<file path="config.mk">
export PLATFORM = sky130hd
export DESIGN_NAME = aw_signals_waiver_ctrl
export DESIGN_NICKNAME = d
export VERILOG_FILES = /design/src/rtl/aw_signals_waiver_ctrl.sv
export SDC_FILE = /design/constraint.sdc
export NUM_CORES = 1
export LEC_CHECK = 0
export CORE_MARGIN = 3
export CORE_UTILIZATION = 40
export CTS_CLUSTER_DIAMETER = 80
export DETAILED_ROUTE_END_ITERATION = 8
export PLACE_DENSITY = 0.7
export SETUP_SLACK_MARGIN = 0.15
export SLEW_MARGIN = 40
export SYNTH_ARGS = -nofsm -noshare
export SYNTH_HDL_FRONTEND = slang
export SYNTH_SLANG_ARGS = --single-unit
</file>
<file path="constraint.sdc">
create_clock -name I_CLK -period 1.1 [get_ports I_CLK]
set_clock_uncertainty 0.2 [all_clocks]
set_input_delay 0.11 -clock I_CLK [delete_from_list [all_inputs] [get_ports I_CLK]]
set_output_delay 0.11 -clock I_CLK [all_outputs]
set_load 0.05 [all_outputs]
</file>
<file path="src/rtl/aw_signals_waiver_ctrl.sv">
// Assertion-waiver controller: derives per-checker assertion enables for the
// video-sync-out, RAM-control and MUX-output checkers of the video scaler.
module aw_signals_waiver_ctrl #(
   parameter int STABLE_CNT = 10,
   parameter int CNT_W      = 4
) (
   input  logic I_CLK,
   input  logic I_RSTN,
   input  logic I_VSO_WAIVER_EN,
   input  logic I_RAM_WAIVER_EN,
   input  logic I_MUX_WAIVER_EN,
   input  logic I_VSYNC_AFTER_SCALE,
   input  logic I_CS1,
   input  logic I_CS2,
   input  logic I_CS3,
   input  logic I_CS4,
   input  logic I_MIRROR_MODE_CAP,
   input  logic I_BLUR_MODE_CAP,
   output logic O_VSO_ASSERT_EN,
   output logic O_RAM_ASSERT_EN,
   output logic O_MUX_ASSERT_EN
);

   localparam logic [CNT_W-1:0] STABLE_MAX = CNT_W'(STABLE_CNT);

   typedef enum logic [1:0] {WAIT_VS, FIRST_VS, RUN} vso_state_t;

   vso_state_t       vso_state;
   logic             armed;
   logic             vso_q;
   logic             ram_q;
   logic             seen_low;
   logic             prev;
   logic [CNT_W-1:0] cnt;
   logic             stable;
   logic             seen_stable;
   logic             cs_any;
   logic             scaler_on;

   assign cs_any    = I_CS1 | I_CS2 | I_CS3 | I_CS4;
   assign scaler_on = I_MIRROR_MODE_CAP | I_BLUR_MODE_CAP;

   always_ff @(posedge I_CLK or negedge I_RSTN) begin
      if (!I_RSTN) armed <= 1'b0;
      else         armed <= 1'b1;
   end

   // The first VSYNC pulse after arming is legitimate; later pulses are waived.
   always_ff @(posedge I_CLK or negedge I_RSTN) begin
      if (!I_RSTN) begin
         vso_state <= WAIT_VS;
         vso_q     <= 1'b0;
      end else if (!I_VSO_WAIVER_EN) begin
         vso_state <= WAIT_VS;
         vso_q     <= 1'b0;
      end else begin
         case (vso_state)
            WAIT_VS: begin
               vso_q <= I_VSYNC_AFTER_SCALE;
               if (I_VSYNC_AFTER_SCALE) vso_state <= FIRST_VS;
            end
            FIRST_VS: begin
               vso_q <= 1'b1;
               if (!I_VSYNC_AFTER_SCALE) vso_state <= RUN;
            end
            RUN:     vso_q <= ~I_VSYNC_AFTER_SCALE;
            default: begin
               vso_state <= WAIT_VS;
               vso_q     <= 1'b0;
            end
         endcase
      end
   end

   // Chip selects held from reset release are not waived until they first drop.
   always_ff @(posedge I_CLK or negedge I_RSTN) begin
      if (!I_RSTN) begin
         ram_q    <= 1'b0;
         seen_low <= 1'b0;
      end else begin
         ram_q    <= ~cs_any | ~seen_low;
         seen_low <= seen_low | ~cs_any;
      end
   end

   always_ff @(posedge I_CLK or negedge I_RSTN) begin
      if (!I_RSTN) begin
         prev        <= 1'b0;
         cnt         <= '0;
         stable      <= 1'b0;
         seen_stable <= 1'b0;
      end else begin
         prev        <= scaler_on;
         seen_stable <= seen_stable | stable;
         if (scaler_on != prev) begin
            cnt    <= '0;
            stable <= 1'b0;
         end else begin
            if (cnt < STABLE_MAX) cnt <= cnt + 1'b1;
            if (cnt >= STABLE_MAX) stable <= 1'b1;
         end
      end
   end

   assign O_VSO_ASSERT_EN = armed & I_VSO_WAIVER_EN & vso_q;
   assign O_RAM_ASSERT_EN = armed & I_RAM_WAIVER_EN & ram_q;
   assign O_MUX_ASSERT_EN = armed & I_MUX_WAIVER_EN & (stable | ~seen_stable);

endmodule

</file>
==> impl_summary.txt, run 1 <==
----------------------------------------------------
[Clock network]
  Clock latency reported for the late side of the worst-skew pair ... 0.28 ns
  CTS tree ... built
  Clock slew at reported path FFs ... ~0.09 ns
  Clock sinks ... 13
  H-tree level count ... 1
  Clk Tree Root Cell ... sky130_fd_sc_hd__clkbuf_4
  Cts bufs inserted ... 3
  Clock buffer depth ... 2

[STA]
  Unrepaired setup endpoints after global routing ... yes
  Count of final setup violators ... 9
  Final period util ... 123.8%
  Worst setup slack after layout ... -0.2623 ns
  Fin Hold WS ... -0.09373 ns
  Final period demand of the worst path ... approximately 1.4 ns
  Maximum clock frequency ... between 700 and 800 MHz
  Total count of hold-check failures in the final report ... 15
  Final number of max-transition violations ... 0

[Floorplan]
  Overall die height ... 43.44 um
  Placeable Area ... 0.001201 mm^2
  Die ar. ... 0.001887 mm^2
  Floorplan row count ... 12
  # IOs ... 15
  Die boundary width ... 43.44 um
  Initial core utilization ... ~47%

[Worst setup path]
  Worst reg2reg setup slack ... -0.19 ns
  Crit. End Element ... primary output
  Worst setup path endpoint ... O_MUX_ASSERT_EN
  Max Fanout on Critical Path ... 3
  Classification of the worst setup path ... flop to primary output
  Crit start category ... flop
  Path depth of the worst reg2reg path ... 5
  Required time of the worst setup path ... 0.79 ns
  Crit path DAT ... about 1.1 ns
  Crit. Startpoint ... armed
  Reg2reg start ... cnt[0]
  Critical R2R Capture ... cnt[2]

[Hold path]
  Class of the tightest hold or removal check ... input pin to flop
  Worst hold start ... I_CS1

[Place]
  Weighted congestion reported at the end of routability-driven placement ... 0.8025
  DP Wirelength ... 820.1 um
  Buffers added on ports ... 14

[Yosys]
  Number of unique standard cell types used by synthesis ... 22
  Proportion of synthesized chip area in sequential cells ... 58.04%
  Area of the mapped netlist ... roughly 560 um^2
  Syn avg cell area ... 11.21 um^2
  Number of warnings printed during yosys synthesis ... 0
  Post-Synthesis Cells ... 50
  Total nets after synthesis ... 64
  Synthesized flop and latch total ... 13

[Detailed routing]
  Routed via count ... roughly 470
  Vias per cell ... 5.141
  Drt wl/cell ... between 15 and 20 um
  Post-detailed-routing wire length ... 1.497 mm
  Number of nets still failing antenna checks after routing ... 0
  DRC violation total after the first TritonRoute iteration ... 3
  Residual DRC count ... 0
  Total iterations of the first detailed-routing run ... 4

[Layout]
  Share of final-layout standard cells stronger than drive strength 1 ... 50.00%
  Number of nets in the layout ... 93
  Post-Route Utilization ... 82.50%
  Antenna cell count ... 0
  Area Growth Syn to Fin ... 76.79%

[Global route]
  Grt total ovfl ... 0
  Via count of the first global-routing pass ... between 500 and 600
  All-layer global routing usage ... 15.99%
  Number of antenna violations at the first check in global routing ... 0
  Maximum number of pins on one net before global-route repair ... 14
  First-pass GRT wire length ... between 2 and 2.5 mm

[Power]
  Largest vdd supply drop ... 0.8706 mV
  Areal power density over the cells ... 1577 mW/mm^2
  Leakage component of the power ... 0.4380 nW

[Run status]
  Violations in the final reports ... hold timing, setup timing
  Result of the run ... complete, but fails checks

[Job]
  Max-capacitance violation count ... 0

----------------------------------------------------
-- metrics by stage --
| step | total power [W] | area (um^2) | cells | setup slack (ns) | setup TNS [ns] |
|---|---|---|---|---|---|
| floorplan | 0.0008266 | 588.1 | 50 | -0.1124 | -0.3330 |
| global placement | 0.0009939 | 828.3 | 85 | -0.3263 | -2.520 |
| CTS | 0.001372 | 919.6 | 92 | -0.2574 | -1.209 |
| global route | 0.001634 | 991.0 | 92 | -0.3170 | -1.772 |
| finish | 0.001563 | 991.0 | 92 | -0.2623 | -1.417 |
| detailed placement | 0.001006 | 828.3 | 85 | -0.3507 | -2.741 |
-- how the worst min path moves through the flow --
stage                    to  slack (ns)  cells past startpoint
2_1_floorplan         armed       -0.39                      0
3_3_place_gp   vso_state[1]        0.23                      2
3_5_place_dp   vso_state[1]        0.23                      2
4_1_cts              cnt[0]       -0.07                      2
5_1_grt              cnt[0]       -0.07                      2
6_report              ram_q       -0.09                      2
-- repair_timing --
item,4_1_cts,5_1_grt
setup endpoints to repair,12,13
endpoints found under the hold margin,14,15
buffers inserted,3,0
resized for setup,14,16
pin swaps,10,10
-- cell usage in the layout (no fill, tap or decap), types with 2 or more instances in the layout --
cell type and instances:
sky130_fd_sc_hd__and3_4 2, sky130_fd_sc_hd__o41ai_2 2, sky130_fd_sc_hd__buf_6 4, sky130_fd_sc_hd__clkdlybuf4s50_1 7, sky130_fd_sc_hd__inv_1 2, sky130_fd_sc_hd__or2_4 2
sky130_fd_sc_hd__dfrtp_1 10, sky130_fd_sc_hd__buf_12 3, sky130_fd_sc_hd__dlygate4sd2_1 3, sky130_fd_sc_hd__a21oi_2 3, sky130_fd_sc_hd__buf_4 6, sky130_fd_sc_hd__dfrtp_2 3
sky130_fd_sc_hd__nand2_1 3, sky130_fd_sc_hd__nor2_1 4, sky130_fd_sc_hd__clkbuf_4 3, sky130_fd_sc_hd__ha_4 2
-- report_power, final --
part           total (W)  switching, W  internal, W
combinational   0.000574      0.000252     0.000322
clock           0.000296      0.000156     0.000140
sequential      0.000693      0.000130     0.000563
-- per-layer routing --
metal	vias to the layer above	wire [um]	GRT usage, %
li1	227	-	-
met1	226	555	17.28
met2	14	831	28.61
met3	6	70	5.809
met4	0	39	5.422
met5	-	0	0
-- flip-flops by register name (all words and copies together) (netlist names) --
name and flops:
seen_stable 1, cnt 4, prev 1, vso_state 2, stable 1, vso_q 1
seen_low 1, ram_q 1, armed 1
-- critical path, stage by stage (launching register included) --
cell and delay [ns]:
sky130_fd_sc_hd__dfrtp_1 0.39, sky130_fd_sc_hd__nand2_1 0.08, sky130_fd_sc_hd__a21oi_2 0.15, sky130_fd_sc_hd__buf_12 0.15
-- synth_stat cells --
cell type                 instances  share of area (%)
sky130_fd_sc_hd__dfrtp_1         13                 58
sky130_fd_sc_hd__conb_1           1               0.67
sky130_fd_sc_hd__nor3b_1          1                1.3
sky130_fd_sc_hd__a21oi_1          4                3.6
sky130_fd_sc_hd__or2_2            1                1.1
sky130_fd_sc_hd__or3_1            1                1.1
sky130_fd_sc_hd__a21o_1           1                1.3
sky130_fd_sc_hd__xnor2_1          1                1.6
sky130_fd_sc_hd__o21ai_0          2                1.8
sky130_fd_sc_hd__a31oi_1          1                1.1
sky130_fd_sc_hd__ha_1             2                4.5
sky130_fd_sc_hd__nor2_1           4                2.7
sky130_fd_sc_hd__o41ai_1          2                3.1
sky130_fd_sc_hd__o21a_1           1                1.3
sky130_fd_sc_hd__xor2_2           1                2.9
sky130_fd_sc_hd__nand2_1          4                2.7
sky130_fd_sc_hd__or2_4            1                1.6
sky130_fd_sc_hd__nor2b_1          1                1.1
sky130_fd_sc_hd__o31ai_1          1                1.3
sky130_fd_sc_hd__and3_1           3                3.3
sky130_fd_sc_hd__inv_1            3                2.0
sky130_fd_sc_hd__nor3_2           1                1.8
-- cell type report --
| type | instances | area [um^2] |
|---|---|---|
| multi-input combinational | 34 | 347.8 |
| clock buffer | 4 | 26.28 |
| fill | 66 | 210.2 |
| inverter | 3 | 11.26 |
| timing repair buffer | 24 | 259.0 |
| tap | 14 | 17.52 |
| sequential | 13 | 329.1 |
-- cell families after synthesis --
family / after synthesis / share of synthesized area (%)
AO/OA/AOI/OAI: 12 / 13.62
buffers and inverters: 3 / 2.009
XOR/XNOR: 2 / 4.465
flip-flops: 13 / 58.04
AND/OR/NAND/NOR: 17 / 16.74
adder cells (fa/ha/maj): 2 / 4.464
other: 1 / 0.6690
Power figures use the tool's default switching activity.
==> inputs of run 2 (changes only) <==
--- a/config.mk
+++ b/config.mk
@@ -5,9 +5,8 @@
 export SDC_FILE = /design/constraint.sdc
 export NUM_CORES = 1
 export LEC_CHECK = 0
-export CORE_MARGIN = 3
 export CORE_UTILIZATION = 40
-export CTS_CLUSTER_DIAMETER = 80
+export CTS_CLUSTER_DIAMETER = 30
 export DETAILED_ROUTE_END_ITERATION = 8
 export PLACE_DENSITY = 0.7
 export SETUP_SLACK_MARGIN = 0.15
==> run 2 against run 1 <==
- critical path type unchanged
- sequential cell count did not move
- largest power group unchanged
- sequential power fell by 3.6%
- the run still ends with hold timing, setup timing left
- routed wire length fell by 20%
- core utilization fell by 6.9 points
- non-clock buffer count fell by 1
==> impl_summary.txt, run 2 (synthesis results as in run 1) <==
----------------------------------------------------
[Run status]
  Result of the run ... complete, but fails checks (unchanged)
  Violations in the final reports ... hold timing, setup timing (unchanged)

[STA]
  Worst setup slack after layout ... -0.2607 ns (was -0.2623 ns)
  Final period util ... 123.7% (was 123.8%)
  Fin Hold WS ... -0.08585 ns (was -0.09373 ns)
  Final number of max-transition violations ... 0 (unchanged)
  Unrepaired setup endpoints after global routing ... yes (unchanged)
  Maximum clock frequency ... 734.9 MHz (was 734.1 MHz)
  Count of final setup violators ... 10 (was 9)
  Total count of hold-check failures in the final report ... 13 (was 15)
  Final period demand of the worst path ... 1.361 ns (was 1.362 ns)

[Global route]
  Number of antenna violations at the first check in global routing ... 0 (unchanged)
  Grt total ovfl ... 0 (unchanged)
  Via count of the first global-routing pass ... 427 (was 506)
  All-layer global routing usage ... 18.79% (was 15.99%)
  First-pass GRT wire length ... 1.842 mm (was 2.221 mm)
  Maximum number of pins on one net before global-route repair ... 14 (unchanged)

[Worst setup path]
  Critical R2R Capture ... cnt[2] (unchanged)
  Worst reg2reg setup slack ... -0.14 ns (was -0.19 ns)
  Slowest cell on the critical path ... sky130_fd_sc_hd__dfrtp_1 (unchanged)
  Crit path DAT ... 1.05 ns (about the same)
  CP peak stage delay ... 0.35 ns (was 0.39 ns)
  Crit start category ... flop (unchanged)
  Crit. Startpoint ... stable (was armed)
  Cell-by-cell listing of the critical path ... inv_1 -> a21oi_2 -> buf_12 (was nand2_1 -> a21oi_2 -> buf_12)
  Reg2reg start ... cnt[1] (was cnt[0])
  Required time of the worst setup path ... 0.79 ns (about the same)
  Path depth of the worst reg2reg path ... 4 (was 5)
  Classification of the worst setup path ... flop to primary output (unchanged)
  Crit. End Element ... primary output (unchanged)
  Max Fanout on Critical Path ... 2 (was 3)

[Clock network]
  Cts bufs inserted ... 3 (unchanged)
  Clock buffer depth ... 2 (unchanged)
  Clk Tree Root Cell ... sky130_fd_sc_hd__clkbuf_4 (unchanged)
  Clock sinks ... 13 (unchanged)
  Clock latency reported for the late side of the worst-skew pair ... 0.28 ns (about the same)
  H-tree level count ... 1 (unchanged)
  Clock slew at reported path FFs ... 0.09 ns (about the same)
  CTS tree ... built (unchanged)

[Detailed routing]
  Vias per cell ... 4.946 (was 5.141)
  Total iterations of the first detailed-routing run ... 2 (was 4)
  Post-detailed-routing wire length ... 1.202 mm (was 1.497 mm)
  Residual DRC count ... 0 (unchanged)
  Routed via count ... 455 (was 473)
  Number of nets still failing antenna checks after routing ... 0 (unchanged)
  DRC violation total after the first TritonRoute iteration ... 1 (was 3)
  Drt wl/cell ... 13.07 um (was 16.27 um)

[Power]
  Largest vdd supply drop ... 0.9161 mV (was 0.8706 mV)
  Final Total Pwr ... 0.001553 W (was 0.001563 W)
  Areal power density over the cells ... 1579 mW/mm^2 (was 1577 mW/mm^2)
  Leakage component of the power ... 0.4138 nW (was 0.4380 nW)

[Layout]
  Most frequent cells in the layout ... sky130_fd_sc_hd__dfrtp_1, sky130_fd_sc_hd__clkdlybuf4s50_1, sky130_fd_sc_hd__buf_6 (was sky130_fd_sc_hd__dfrtp_1, sky130_fd_sc_hd__clkdlybuf4s50_1, sky130_fd_sc_hd__buf_4)
  Largest registers ... cnt (4), vso_state (2) (unchanged)
  Number of nets in the layout ... 92 (was 93)
  Antenna cell count ... 0 (unchanged)
  Non-filler cells, final ... 92 (unchanged)
  Post-Route Utilization ... 75.58% (was 82.50%)
  Flip-flop count of the largest register, all copies and words added ... 4 (unchanged)
  Area Growth Syn to Fin ... 75.45% (was 76.79%)
  Largest reg by FF count ... cnt (unchanged)
  Share of final-layout standard cells stronger than drive strength 1 ... 48.05% (was 50.00%)

[Floorplan]
  Die boundary width ... 39.44 um (was 43.44 um)
  Initial core utilization ... 43.08% (was 46.67%)
  Floorplan row count ... 13 (was 12)
  Die ar. ... 0.001555 mm^2 (was 0.001887 mm^2)
  Placeable Area ... 0.001301 mm^2 (was 0.001201 mm^2)
  Overall die height ... 39.44 um (was 43.44 um)
  # IOs ... 15 (unchanged)

[Place]
  Buffers added on ports ... 14 (unchanged)
  Cell count after placement ... 86 (was 85)
  Weighted congestion reported at the end of routability-driven placement ... 0.7082 (was 0.8025)
  DP Wirelength ... 729.9 um (was 820.1 um)

[Hold path]
  Class of the tightest hold or removal check ... input pin to async pin (was input pin to flop)

[Job]
  Max-capacitance violation count ... 0 (unchanged)

----------------------------------------------------
[run 2: cell types whose count changed in the layout (fill, tap and decap cells not counted), moves of 2 or more]
cell | previous run | this run
sky130_fd_sc_hd__clkdlybuf4s50_1 | 7 | 11
sky130_fd_sc_hd__dlygate4sd2_1 | 3 | 0
sky130_fd_sc_hd__buf_4 | 6 | 4
sky130_fd_sc_hd__o41ai_1 | 0 | 2
sky130_fd_sc_hd__o41ai_2 | 2 | 0
[run 2: report_power, final]
| part | total (W) | switching (W) | leakage [nW] | internal [W] |
|---|---|---|---|---|
| clock | 0.000309 | 0.000174 | 0.0177 | 0.000135 |
| combinational | 0.000575 | 0.000250 | 0.240 | 0.000325 |
| sequential | 0.000668 | 0.000108 | 0.156 | 0.000560 |
| total | 0.00155 | 0.000532 | 0.414 | 0.00102 |
[run 2: worst max path at each step]
stage	cells after the start	to	slack [ns]
2_1_floorplan	3	cnt[1]	-0.11
3_3_place_gp	4	cnt[2]	-0.32
3_5_place_dp	4	cnt[2]	-0.37
4_1_cts	3	O_MUX_ASSERT_EN	-0.26
5_1_grt	3	O_MUX_ASSERT_EN	-0.33
6_report	3	O_MUX_ASSERT_EN	-0.26
[run 2: per-layer routing]
metal	GRT usage (%)	vias up	wire length, um
met1	23.42	212	548
li1	-	228	-
met2	28.69	11	561
met5	0	-	0
met4	10.34	0	40
met3	5.682	4	51
[run 2: critical path: cells and delay by family (launching register included)]
family,cells,cell delay (ns)
flip-flops,1,0.35
buffers and inverters,2,0.23
AO/OA/AOI/OAI,1,0.18
[run 2: metrics by stage]
stage / instance area, um^2 / setup slack [ns] / setup TNS [ns]
after CTS: 938.4 / -0.2632 / -1.273
after detailed placement: 829.5 / -0.3725 / -2.656
after global routing: 983.4 / -0.3295 / -1.672
final: 983.4 / -0.2607 / -1.378
after floorplan: 588.1 / -0.1124 / -0.3330
after global placement: 829.5 / -0.3232 / -2.455
[run 2: layout make-up]
cell class	count	area [um^2]
Multi-Input combinational cell	34	341.6
Sequential cell	13	327.8
Fill cell	93	317.8
Timing Repair Buffer	23	256.5
Clock buffer	3	22.52
Tap cell	15	18.77
Inverter	3	11.26
Clock inverter	1	5.005
[run 2: timing repair]
| item | 4_1_cts | 5_1_grt |
|---|---|---|
| pin swaps | 10 | 6 |
| buffers inserted | 1 | 1 |
| cloned | 0 | 0 |
| gates resized for setup | 18 | 8 |
| endpoints found under the hold margin | 13 | 13 |
| endpoints found under the setup margin | 10 | 11 |
==> RTL edit (flow settings as in run 1) <==
Register the input `I_BLUR_MODE_CAP` before use, with the module's reset. The logic sees it one clock later. The other inputs are not delayed to match.
--- a/src/rtl/aw_signals_waiver_ctrl.sv
+++ b/src/rtl/aw_signals_waiver_ctrl.sv
@@ -26,4 +26,14 @@
    typedef enum logic [1:0] {WAIT_VS, FIRST_VS, RUN} vso_state_t;
 
+   logic I_BLUR_MODE_CAP_q;
+
+   always_ff @(posedge I_CLK or negedge I_RSTN) begin
+      if (!I_RSTN) begin
+         I_BLUR_MODE_CAP_q <= '0;
+      end else begin
+         I_BLUR_MODE_CAP_q <= I_BLUR_MODE_CAP;
+      end
+   end
+
    vso_state_t       vso_state;
    logic             armed;
@@ -39,5 +49,5 @@
 
    assign cs_any    = I_CS1 | I_CS2 | I_CS3 | I_CS4;
-   assign scaler_on = I_MIRROR_MODE_CAP | I_BLUR_MODE_CAP;
+   assign scaler_on = I_MIRROR_MODE_CAP | I_BLUR_MODE_CAP_q;
 
    always_ff @(posedge I_CLK or negedge I_RSTN) begin
Behaviour: same outputs for any inputs over 10 cycles, from zero or initial values and one cycle with I_RSTN low; that may be too few to reach the edited logic, so the function may still have changed.
==> RTL edit against run 1 <==
  * The flow still finishes with violations (negative hold slack, negative setup slack)
  * Via count decreased by 3.8%
  * Total power decreased by 0.23%
  * Die area rose by 3.3%
  * Largest power group unchanged
  * Critical endpoint unchanged
  * Non-clock buffer count down 3
  * Synthesized area increased by 3.8%
  * Cell area fell by 3.8%
  * Register-to-register slack improved by 0.05 ns
  * Worst setup slack improved by 0.0080 ns
  * Routed wire length decreased by 25%
  * Sequential cell count rose by 1
==> RTL edit: results (changes against run 1) <==
- Syn_nets: 65 (was 64)
- Share of layout cells above drive strength 1: 0.4342 (was 0.5000)
- Gr usage total: 0.1320 (was 0.1599)
- Outcome: finished with violations (unchanged)
- M1 WL: 505 um (was 555 um)
- Clock Tree Root: clkbuf_4 (unchanged)
- Area contributors post-synth: dfrtp_1 60%, ha_1 4.3%, a21oi_1 3.4% (was dfrtp_1 58%, ha_1 4.5%, a21oi_1 3.6%)
- DR iter-0 viols: 2 (was 3)
- Vias/cell: 5.000 (was 5.141)
- List of most frequent post-synthesis cells: 14 x dfrtp_1, 5 x nor2_1, 4 x a21oi_1, 4 x nand2_1, 3 x and3_1 (was 13 x dfrtp_1, 4 x a21oi_1, 4 x nand2_1, 4 x nor2_1)
- Setup WS post-layout: -0.2543 ns (was -0.2623 ns)
- Dpl cells: 87 (was 85)
- Port bufs: 14 (unchanged)
- Routed wl met3: 76 um (was 70 um)
- Setup TNS: -1.322 ns (was -1.417 ns)
- Clk Latency, worst-skew pair: 0.28 ns (about the same)
- Worst path arrival time: 1.04 ns
- # diodes: 0 (unchanged)
- Pin count of the biggest net entering global routing: 15 (was 14)
- GP Congestion: 0.7729 (was 0.8025)
- Syn Area/Cell: 11.41 um2 (was 11.21 um2)
- Post-synthesis sequential area ratio: 0.6022 (was 0.5804)
- R2R Path End: cnt[0]$_DFFE_PN0P_ (was cnt[2]$_DFFE_PN0P_)
- Failing checks: negative hold slack, negative setup slack (unchanged)
- Area after DPL: 853.3 um2 (was 828.3 um2)
- Vias in the first global route: 402 (was 506)
- Hold Slack: -0.07663 ns (was -0.09373 ns)
- TritonCTS buffer count: 3 (unchanged)
- WL/cell: 12.37 um (was 16.27 um)
- Endpoints failing hold: 14 (was 15)
- Pre-antenna DRT Iters: 2 (was 4)
- Final #Nets: 91 (was 93)
- Post-DP HPWL: 823 um (was 820.1 um)
- DRT Wirelength: 1126 um (was 1497 um)
- Worst r2r src: cnt[2]$_DFFE_PN0P_ (was cnt[0]$_DFFE_PN0P_)
- Clk slew on worst S/H paths: 0.08 ns
- Worst hold path class: input port to async pin (was input port to register)
- Unique masters post-synth: 22 (unchanged)
- Finish-stage setup viols: 9 (unchanged)
- P_leak: 0.4027 nW (was 0.4380 nW)
- WL met2: 532 um (was 831 um)
- Reg2reg setup slack: -0.14 ns (was -0.19 ns)
- Worst Reg-to-Reg Cells: 3 (was 5)
- First-pass GRT wire length: 1787 um (was 2221 um)
- Worst VDD drop: 1.298 mV (was 0.8706 mV)
- Max cap viols: 0 (unchanged)
[RTL edit: changes by cell type after synthesis]
cell	change
nor2_1	+1
nor4_1	+1
o41ai_1	-2
nand2b_1	+1
dfrtp_1	+1
nor3b_1	-1
or2_2	+1
inv_1	-1
o21a_1	-1
mux2i_1	+1
[RTL edit: logic make-up after synthesis]
family / count (synthesis) / synth area share
xor+xnor: 2 / 0.04302
other cells: 1 / 0.006445
simple gates: 20 / 0.1871
buf+inv: 2 / 0.01291
compound gates: 9 / 0.08819
mux: 1 / 0.01720
flops: 14 / 0.6022
fa+ha+maj: 2 / 0.04300
[RTL edit: layout make-up]
| class | instances | area, um2 |
|---|---|---|
| Fill cell | 97 | 380.4 |
| Sequential cell | 14 | 352.8 |
| Multi-Input combinational cell | 35 | 310.3 |
| Timing Repair Buffer | 21 | 227.7 |
| Clock buffer | 4 | 36.28 |
| Tap cell | 15 | 18.77 |
| Inverter | 2 | 7.507 |
[RTL edit: how the worst max path moves through the flow]
| stage | start | to | slack (ns) | depth (start not counted) |
|---|---|---|---|---|
| 2_1_floorplan | cnt[1]$_DFFE_PN0P_ | cnt[1]$_DFFE_PN0P_ | -0.11 | 3 |
| 3_3_place_gp | I_MIRROR_MODE_CAP | stable$_DFFE_PN0P_ | -0.25 | 4 |
| 3_5_place_dp | I_MIRROR_MODE_CAP | stable$_DFFE_PN0P_ | -0.27 | 4 |
| 4_1_cts | armed$_DFF_PN0_ | O_MUX_ASSERT_EN | -0.29 | 3 |
| 5_1_grt | armed$_DFF_PN0_ | O_MUX_ASSERT_EN | -0.34 | 3 |
| 6_report | armed$_DFF_PN0_ | O_MUX_ASSERT_EN | -0.25 | 3 |
[RTL edit: power by group]
group	internal, mW	switching [mW]	total, mW	leakage [nW]
logic	0.283	0.217	0.500	0.214
registers	0.600	0.0972	0.698	0.168
clock network	0.201	0.161	0.362	0.0210
[RTL edit: through the flow]
step	worst slack, ns	util	power, mW
final	-0.2543	0.7148	1.559
after global routing	-0.3408	0.7148	1.655
after CTS	-0.2877	0.6904	1.500
after detailed placement	-0.2730	0.6398	1.076
after global placement	-0.2532	0.6398	1.065
after floorplan	-0.1124	-	0.8740
[RTL edit: metal layers]
metal | global-route usage | vias to the layer above
met3 | 0.07317 | 2
met4 | 0.05422 | 0
met5 | 0 | -
met2 | 0.1919 | 11
li1 | - | 221
met1 | 0.1619 | 221
[RTL edit: repair_timing]
action / CTS / global route
endpoints found under the setup margin: 12 / 14
hold endpoints to repair: 14 / 14
pin swaps: 8 / 4
setup buffers: 0 / 0
resized for setup: 10 / 8
